### src/rtl/axil_req_queue_if.sv
`default_nettype none
// ============================================================================
// Module      : axil_req_queue_if
// Description : AXI4-Lite AW/W/AR request channels plus the head-of-queue
//               view and pop handshake used by the downstream bridge.
// Revision    : 1.0 - initial release
// ============================================================================
interface axil_req_queue_if #(
    parameter int DATAWIDTH = 32,
    parameter int ADDRWIDTH = 32,
    parameter int DEPTH     = 4
);
    localparam int c_CNT_W = $clog2(DEPTH) + 1;

    logic [ADDRWIDTH-1:0]   awaddr;
    logic [2:0]             awprot;
    logic                   awvalid;
    logic                   awready;

    logic [DATAWIDTH-1:0]   wdata;
    logic [DATAWIDTH/8-1:0] wstrb;
    logic                   wvalid;
    logic                   wready;

    logic [ADDRWIDTH-1:0]   araddr;
    logic [2:0]             arprot;
    logic                   arvalid;
    logic                   arready;

    logic                   q_write;
    logic [ADDRWIDTH-1:0]   q_addr;
    logic [2:0]             q_prot;
    logic [DATAWIDTH-1:0]   q_data;
    logic [DATAWIDTH/8-1:0] q_strb;
    logic                   pop;
    logic                   empty;
    logic                   full;
    logic [c_CNT_W-1:0]     count;

    modport slave (
        input  awaddr, awprot, awvalid,
        output awready,
        input  wdata, wstrb, wvalid,
        output wready,
        input  araddr, arprot, arvalid,
        output arready,
        output q_write, q_addr, q_prot, q_data, q_strb,
        input  pop,
        output empty, full, count
    );

    modport master (
        output awaddr, awprot, awvalid,
        input  awready,
        output wdata, wstrb, wvalid,
        input  wready,
        output araddr, arprot, arvalid,
        input  arready,
        input  q_write, q_addr, q_prot, q_data, q_strb,
        output pop,
        input  empty, full, count
    );
endinterface
`default_nettype wire

### src/rtl/axil_req_queue.sv
`default_nettype none
// ============================================================================
// Module      : axil_req_queue
// Description : Accepts AXI4-Lite write (AW+W) and read (AR) requests,
//               arbitrates one per cycle into a circular FWFT request queue.
//               Optional macro REQ_QUEUE_RR_ARB_EN selects round-robin
//               arbitration instead of fixed write priority.
// Revision    : 1.0 - initial release
// ============================================================================
module axil_req_queue #(
    parameter int DATAWIDTH = 32,
    parameter int ADDRWIDTH = 32,
    parameter int DEPTH     = 4
) (
    input  wire logic         clk,
    input  wire logic         rst,
    axil_req_queue_if.slave   bus
);
    localparam int c_PTR_W  = $clog2(DEPTH);
    localparam int c_CNT_W  = c_PTR_W + 1;
    localparam int c_STRB_W = DATAWIDTH / 8;

    // AW / W hold registers
    logic                   r_aw_valid;
    logic [ADDRWIDTH-1:0]   r_aw_addr;
    logic [2:0]             r_aw_prot;
    logic                   r_w_valid;
    logic [DATAWIDTH-1:0]   r_w_data;
    logic [c_STRB_W-1:0]    r_w_strb;

    // Queue storage and bookkeeping
    logic                   r_mem_write [DEPTH];
    logic [ADDRWIDTH-1:0]   r_mem_addr  [DEPTH];
    logic [2:0]             r_mem_prot  [DEPTH];
    logic [DATAWIDTH-1:0]   r_mem_data  [DEPTH];
    logic [c_STRB_W-1:0]    r_mem_strb  [DEPTH];
    logic [c_PTR_W-1:0]     r_wr_ptr;
    logic [c_PTR_W-1:0]     r_rd_ptr;
    logic [c_CNT_W-1:0]     r_count;

`ifdef REQ_QUEUE_RR_ARB_EN
    logic                   r_last_grant_wr;
`endif

    logic                   w_full;
    logic                   w_empty;
    logic                   w_wr_cand;
    logic                   w_rd_cand;
    logic                   w_grant_wr;
    logic                   w_grant_rd;
    logic                   w_push;
    logic                   w_pop;
    logic                   w_awready;
    logic                   w_wready;
    logic                   w_aw_fire;
    logic                   w_w_fire;
    logic [ADDRWIDTH-1:0]   w_push_addr;
    logic [2:0]             w_push_prot;
    logic [DATAWIDTH-1:0]   w_push_data;
    logic [c_STRB_W-1:0]    w_push_strb;

    assign w_full    = (r_count == c_CNT_W'(DEPTH));
    assign w_empty   = (r_count == '0);
    assign w_wr_cand = r_aw_valid & r_w_valid;
    assign w_rd_cand = bus.arvalid;

    assign w_awready = ~rst & ~r_aw_valid;
    assign w_wready  = ~rst & ~r_w_valid;
    assign w_aw_fire = bus.awvalid & w_awready;
    assign w_w_fire  = bus.wvalid & w_wready;

    // Grants are gated by reset and by full; a same-cycle pop never frees a slot early.
    always_comb begin
        w_grant_wr = 1'b0;
        w_grant_rd = 1'b0;
        if (!rst && !w_full) begin
            if (w_wr_cand && w_rd_cand) begin
`ifdef REQ_QUEUE_RR_ARB_EN
                w_grant_wr = ~r_last_grant_wr;
                w_grant_rd = r_last_grant_wr;
`else
                w_grant_wr = 1'b1;
`endif
            end else begin
                w_grant_wr = w_wr_cand;
                w_grant_rd = w_rd_cand;
            end
        end
    end

    assign w_push      = w_grant_wr | w_grant_rd;
    assign w_pop       = ~rst & bus.pop & ~w_empty;
    assign w_push_addr = w_grant_wr ? r_aw_addr : bus.araddr;
    assign w_push_prot = w_grant_wr ? r_aw_prot : bus.arprot;
    assign w_push_data = w_grant_wr ? r_w_data  : '0;
    assign w_push_strb = w_grant_wr ? r_w_strb  : '0;

    assign bus.awready = w_awready;
    assign bus.wready  = w_wready;
    assign bus.arready = w_grant_rd;

    always_ff @(posedge clk) begin
        if (rst) begin
            r_aw_valid <= 1'b0;
            r_w_valid  <= 1'b0;
            r_aw_addr  <= '0;
            r_aw_prot  <= '0;
            r_w_data   <= '0;
            r_w_strb   <= '0;
        end else begin
            // A write grant needs both holds valid, so it never collides with a capture.
            if (w_grant_wr) begin
                r_aw_valid <= 1'b0;
                r_w_valid  <= 1'b0;
            end
            if (w_aw_fire) begin
                r_aw_valid <= 1'b1;
                r_aw_addr  <= bus.awaddr;
                r_aw_prot  <= bus.awprot;
            end
            if (w_w_fire) begin
                r_w_valid  <= 1'b1;
                r_w_data   <= bus.wdata;
                r_w_strb   <= bus.wstrb;
            end
        end
    end

    always_ff @(posedge clk) begin
        if (w_push) begin
            r_mem_write[r_wr_ptr] <= w_grant_wr;
            r_mem_addr[r_wr_ptr]  <= w_push_addr;
            r_mem_prot[r_wr_ptr]  <= w_push_prot;
            r_mem_data[r_wr_ptr]  <= w_push_data;
            r_mem_strb[r_wr_ptr]  <= w_push_strb;
        end
    end

    always_ff @(posedge clk) begin
        if (rst) begin
            r_wr_ptr <= '0;
            r_rd_ptr <= '0;
            r_count  <= '0;
        end else begin
            if (w_push) begin
                r_wr_ptr <= r_wr_ptr + c_PTR_W'(1);
            end
            if (w_pop) begin
                r_rd_ptr <= r_rd_ptr + c_PTR_W'(1);
            end
            case ({w_push, w_pop})
                2'b10:   r_count <= r_count + c_CNT_W'(1);
                2'b01:   r_count <= r_count - c_CNT_W'(1);
                default: r_count <= r_count;
            endcase
        end
    end

`ifdef REQ_QUEUE_RR_ARB_EN
    always_ff @(posedge clk) begin
        if (rst) begin
            r_last_grant_wr <= 1'b0;
        end else if (w_push) begin
            r_last_grant_wr <= w_grant_wr;
        end
    end
`endif

    // Head view is forced to zero while empty so stale storage never leaks out.
    assign bus.q_write = w_empty ? 1'b0 : r_mem_write[r_rd_ptr];
    assign bus.q_addr  = w_empty ? '0   : r_mem_addr[r_rd_ptr];
    assign bus.q_prot  = w_empty ? '0   : r_mem_prot[r_rd_ptr];
    assign bus.q_data  = w_empty ? '0   : r_mem_data[r_rd_ptr];
    assign bus.q_strb  = w_empty ? '0   : r_mem_strb[r_rd_ptr];
    assign bus.empty   = w_empty;
    assign bus.full    = w_full;
    assign bus.count   = r_count;
endmodule
`default_nettype wire
### src/flat_wrapper.sv
// flat-port wrapper written by rule: the top's interface ports become plain ports
module axil_req_queue_flat 
#(
    parameter int DATAWIDTH = 32,
    parameter int ADDRWIDTH = 32,
    parameter int DEPTH     = 4
)
  (clk, rst, bus_awaddr, bus_awprot, bus_awvalid, bus_awready, bus_wdata, bus_wstrb, bus_wvalid, bus_wready, bus_araddr, bus_arprot, bus_arvalid, bus_arready, bus_q_write, bus_q_addr, bus_q_prot, bus_q_data, bus_q_strb, bus_pop, bus_empty, bus_full, bus_count);
  axil_req_queue_if #(.DATAWIDTH(DATAWIDTH), .ADDRWIDTH(ADDRWIDTH), .DEPTH(DEPTH)) bus_i ();
  input  wire logic clk;
  input  wire logic rst;
  input wire logic [$bits(bus_i.awaddr)-1:0] bus_awaddr;
  input wire logic [$bits(bus_i.awprot)-1:0] bus_awprot;
  input wire logic [$bits(bus_i.awvalid)-1:0] bus_awvalid;
  output wire logic [$bits(bus_i.awready)-1:0] bus_awready;
  input wire logic [$bits(bus_i.wdata)-1:0] bus_wdata;
  input wire logic [$bits(bus_i.wstrb)-1:0] bus_wstrb;
  input wire logic [$bits(bus_i.wvalid)-1:0] bus_wvalid;
  output wire logic [$bits(bus_i.wready)-1:0] bus_wready;
  input wire logic [$bits(bus_i.araddr)-1:0] bus_araddr;
  input wire logic [$bits(bus_i.arprot)-1:0] bus_arprot;
  input wire logic [$bits(bus_i.arvalid)-1:0] bus_arvalid;
  output wire logic [$bits(bus_i.arready)-1:0] bus_arready;
  output wire logic [$bits(bus_i.q_write)-1:0] bus_q_write;
  output wire logic [$bits(bus_i.q_addr)-1:0] bus_q_addr;
  output wire logic [$bits(bus_i.q_prot)-1:0] bus_q_prot;
  output wire logic [$bits(bus_i.q_data)-1:0] bus_q_data;
  output wire logic [$bits(bus_i.q_strb)-1:0] bus_q_strb;
  input wire logic [$bits(bus_i.pop)-1:0] bus_pop;
  output wire logic [$bits(bus_i.empty)-1:0] bus_empty;
  output wire logic [$bits(bus_i.full)-1:0] bus_full;
  output wire logic [$bits(bus_i.count)-1:0] bus_count;
  assign bus_i.awaddr = bus_awaddr;
  assign bus_i.awprot = bus_awprot;
  assign bus_i.awvalid = bus_awvalid;
  assign bus_awready = bus_i.awready;
  assign bus_i.wdata = bus_wdata;
  assign bus_i.wstrb = bus_wstrb;
  assign bus_i.wvalid = bus_wvalid;
  assign bus_wready = bus_i.wready;
  assign bus_i.araddr = bus_araddr;
  assign bus_i.arprot = bus_arprot;
  assign bus_i.arvalid = bus_arvalid;
  assign bus_arready = bus_i.arready;
  assign bus_q_write = bus_i.q_write;
  assign bus_q_addr = bus_i.q_addr;
  assign bus_q_prot = bus_i.q_prot;
  assign bus_q_data = bus_i.q_data;
  assign bus_q_strb = bus_i.q_strb;
  assign bus_i.pop = bus_pop;
  assign bus_empty = bus_i.empty;
  assign bus_full = bus_i.full;
  assign bus_count = bus_i.count;
  axil_req_queue #(.DATAWIDTH(DATAWIDTH), .ADDRWIDTH(ADDRWIDTH), .DEPTH(DEPTH)) u_core (.clk(clk), .rst(rst), .bus(bus_i));
endmodule
### config.mk
export PLATFORM = sky130hd
export DESIGN_NAME = axil_req_queue_flat
export DESIGN_NICKNAME = d
export VERILOG_FILES = /design/src/rtl/axil_req_queue_if.sv /design/src/rtl/axil_req_queue.sv /design/src/flat_wrapper.sv
export SDC_FILE = /design/constraint.sdc
export NUM_CORES = 1
export LEC_CHECK = 0
export ABC_AREA = 1
export CORE_ASPECT_RATIO = 0.8
export CORE_MARGIN = 4
export CORE_UTILIZATION = 40
export DETAILED_ROUTE_END_ITERATION = 6
export PLACE_DENSITY = 0.7
export SLEW_MARGIN = 30
export SYNTH_ARGS = -nofsm -noshare
export SYNTH_HDL_FRONTEND = slang
export SYNTH_SLANG_ARGS = --single-unit
### constraint.sdc
create_clock -name clk -period 4.5 [get_ports clk]
set_clock_uncertainty 0.05 [all_clocks]
set_input_delay 0.9 -clock clk [delete_from_list [all_inputs] [get_ports clk]]
set_output_delay 0.9 -clock clk [all_outputs]
set_load 0.01 [all_outputs]
==> run summary <==
The delay of the slowest cell on the worst path came out at 0.58 ns. The post-route core utilization is 0.5087. The routed layout has 10.25k vias. The number of post-CTS setup repair buffers is 0. The clock latency at the later pin of the worst-skew pair came out at ~0.5 ns. From left edge to right edge, the die measures 223.9 um. The total of endpoints with negative setup slack in the final report came out at 0.

The count of pins on the block boundary is between 150 and 200. The global-route wire length before repair came out at 56060 um. The average size of a mapped cell came out at around 11 sq um. The cell depth of the worst hold path is 2. For this configuration, the core starts out at a cell density of 0.4107. Using the TritonRoute via totals, the vias-per-cell ratio works out to 5.033. The final standard cell area without fillers is 0.01847 sq mm. After global routing the overflow that remains totals 0. The worst hold path terminates at u_core.r_aw_addr[30]. The cell count after synthesis came out at 1360. The kind of capture point of the worst setup path is a primary output. The beginning of the worst register-to-register path is u_core.r_aw_valid. For the worst setup path, the data arrival time is 2.76 ns. The wire-length estimate of the detail-placed layout is 21400 um.

The total area inside the core boundary comes to 0.03630 sq mm. Among all stages on the critical path, the largest delay is contributed by clkdlybuf4s50_1. Summed over all layers, the routed wires come to 36430 um. The final layout contains 1644 nets. Static timing analysis puts the maximum clock frequency at roughly 270 MHz. The clock root buffer is clkbuf_16. The row count came out at 62.

The Yosys step of the flow raised 0 warnings. The fraction of final layout cells with drive strength greater than 1 came out at 0.07712. The congestion estimate from routability-driven global placement came to 0.7851.

During placement, the flow inserted port buffers numbering 191. Ranked by total cell area, the synthesized netlist is headed by edfxtp_1 58%, dfxtp_1 11%, nor2_1 8.4%, o21ai_0 5.4%, a21oi_1 5.1%. The worst hold-check path type is reg2reg. The minimum clock period came out at 3.715 ns. The required time of the critical path came out at 3.55 ns.

The length of routed met2 wiring came out at 17950 um. In this run, synthesis produced a sequential element count of 370. In this run the power density over the cells is 439.5 mW/mm^2. The synthesized netlist contains 24 unique library cells. Max-cap violations in this run came to 0. The slew at the pin closest to its max-slew limit came out at 0.8014 ns. The CTS tree is done. On the critical path the largest part of the delay comes from buffers and inverters.

The placed instance area came out at 0.01722 sq mm. The die covers 0.04045 sq mm. In this run, the number of DRC markers left after iteration 0 of detailed routing was 733. The end of the worst register-to-register path is u_core.bus.count[2]. The number of remaining DRC errors came out at 0.

The flow ran to the end, and the final reports show no timing, DRC or antenna violations. The global routing usage summed across all routing layers is 0.1732. The number of slew-limit violations in the final report came out at 0.

The clock input transition at the sequential cells of the worst setup and hold paths came out at roughly 0.06 ns. The number of nets in the synthesized netlist is roughly 1.5k. The final-report hold violation count is 0. The routed design uses roughly 1600 um of met3 wire.

Once detail routing completed, the nets flagged for antenna violations numbered 0. The area share of the leading cell type in the synthesized netlist is 0.5801. Of the available clock period, the critical path in the final layout requires 0.8254.

Of all cell types, the one taking the most synthesized area is edfxtp_1. The clock passes through at most 3 buffers. STA classifies the critical path startpoint as a flop. Entering global routing, the biggest net connects roughly 150 pins. The number of search-and-repair iterations in the first detailed-routing pass is 5.

The met1 wire length came out at 15760 um. The fraction of the yosys area taken by sequential cells is 0.6902. The area added between synthesis and finish came out at 23.87%. The worst register-to-register path has a depth of 10.

For this design, the sink count on the clock tree is 370. The largest driver fanout on the critical path is 56. Walking the worst path, the cells encountered are inv_4 > buf_4 > o21ai_0 > a21oi_1 > clkdlybuf4s50_1.

The buffering stage count on the worst path with inverters included is 3. The startpoint identified for the worst hold timing path is u_core.r_aw_addr[30]. The highest layer used for signal routing is met4. The total leakage power came out at 6.517 nW.

The number of antenna violations at the first check in global routing came out at 1. Setup repair after global routing left no endpoint under its margin. The worst ir drop on vdd is 223.3 uV.

The TritonCTS buffer count came out at 38. After clock tree synthesis, the repair step resized 0 gates. The via count of the first global-routing pass came out at 10.35k.

The classification of the worst setup path is reg2out. From bottom edge to top edge, the die measures ~180 um. The routed wirelength normalized by instance count came out at between 15 and 20 um.

The hold buffer count at CTS came out at 0. For flop-to-flop paths, the worst setup slack is around 2.1 ns. Headroom to the max-slew limit came out at 0.4658. The combined area of all synthesized cells came out at around 0.015 sq mm. The H-tree was split into 2 levels.
placed cells by master (no fill, tap or decap), types with 6 or more instances in the layout:
cell type        netlist  final
nor2_1               335    331
edfxtp_1             288    288
clkdlybuf4s50_1        0    191
o21ai_0              160    160
a21oi_1              151    151
inv_1                 90     90
dfxtp_1               82     80
o21ai_1               69     69
nand2_1               47     47
clkbuf_16              0     38
o21ai_2               26     26
buf_4                  2     14
clkbuf_1              21     11
buf_12                 0      8
nand3_1                6      6
clkbuf_8               0      6
cells by family after synthesis:
kind of cell               synth area share
AOI/OAI and AO/OA                    0.1428
and+or+nand+nor                      0.1010
DFF                                  0.6902
buffers and inverters               0.05992
adders and majority gates          0.005539
xor gates and xnor gates          0.0005876
per-layer routing:
metal	vias to the layer above	GRT usage
met5	-	0
li1	4994	-
met2	264	0.2993
met4	0	0.05275
met1	4927	0.2255
met3	67	0.02818
cells in the mapped netlist:
cell type / instances
buf_2: 36
buf_6: 18
xor2_1: 1
nand3_2: 1
o21ai_2: 26
clkbuf_1: 21
a21oi_1: 151
o21ai_1: 69
buf_4: 2
nor2_2: 1
nor2_1: 335
buf_1: 6
clkbuf_2: 5
o21ai_0: 160
dfxtp_1: 82
ha_1: 5
inv_4: 2
inv_2: 5
edfxtp_1: 288
nand3_1: 6
inv_1: 90
nand2_1: 47
fa_1: 1
nor3b_2: 2
worst min-delay path, cell delays in order (launching register included):
cell     delay (ns)
dfxtp_1        0.30
inv_1          0.05
a21oi_1        0.05
layout make-up:
| cell class | count | area [sq um] |
|---|---|---|
| inverter | 97 | 369.1 |
| clock inverter | 15 | 171.4 |
| sequential | 370 | 10300 |
| timing repair buffer | 214 | 2188 |
| clock buffer | 55 | 1075 |
| multi-input combinational | 805 | 3764 |
| antenna | 1 | 2.502 |
| fill | 3235 | 17840 |
| tap | 480 | 600.6 |
report_power, final:
part	switching (W)	internal (W)
Clock	0.00125	0.00185
Sequential	0.0000401	0.00382
Combinational	0.000680	0.000481
Total	0.00197	0.00614
registers in the layout, summed over array words and instances, names as in the netlist, 4 cells and up, named ones only:
name                cells
u_core.r_w_strb         4
u_core.r_mem_write      4
u_core.r_mem_prot      12
u_core.r_mem_strb      16
u_core.r_mem_addr     128
u_core.r_w_data        32
u_core.r_aw_addr       32
u_core.r_mem_data     128
worst max-delay path by stage:
stage,from,to,depth (start not counted)
floorplan,rst,u_core.r_mem_addr[0][0],4
global placement,rst,u_core.bus.count[2],11
detailed placement,rst,u_core.bus.count[2],11
CTS,flop,bus_q_data[14],5
global route,flop,bus_q_data[14],5
finish,flop,bus_q_data[14],5
through the flow:
step / hold WS [ns] / worst slack, ns / TNS (ns) / power (W) / cells
floorplan: 0.3745 / -0.3817 / -109.92 / 0.004519 / 1360
global placement: 0.3874 / 1.185 / 0 / 0.005083 / 1966
detailed placement: 0.3904 / 1.124 / 0 / 0.005098 / 1966
CTS: 0.4000 / 0.7683 / 0 / 0.008195 / 2036
global route: 0.4249 / 0.6476 / 0 / 0.008439 / 2037
finish: 0.3967 / 0.7855 / 0 / 0.008117 / 2037
(Power assumes the default switching activity.)
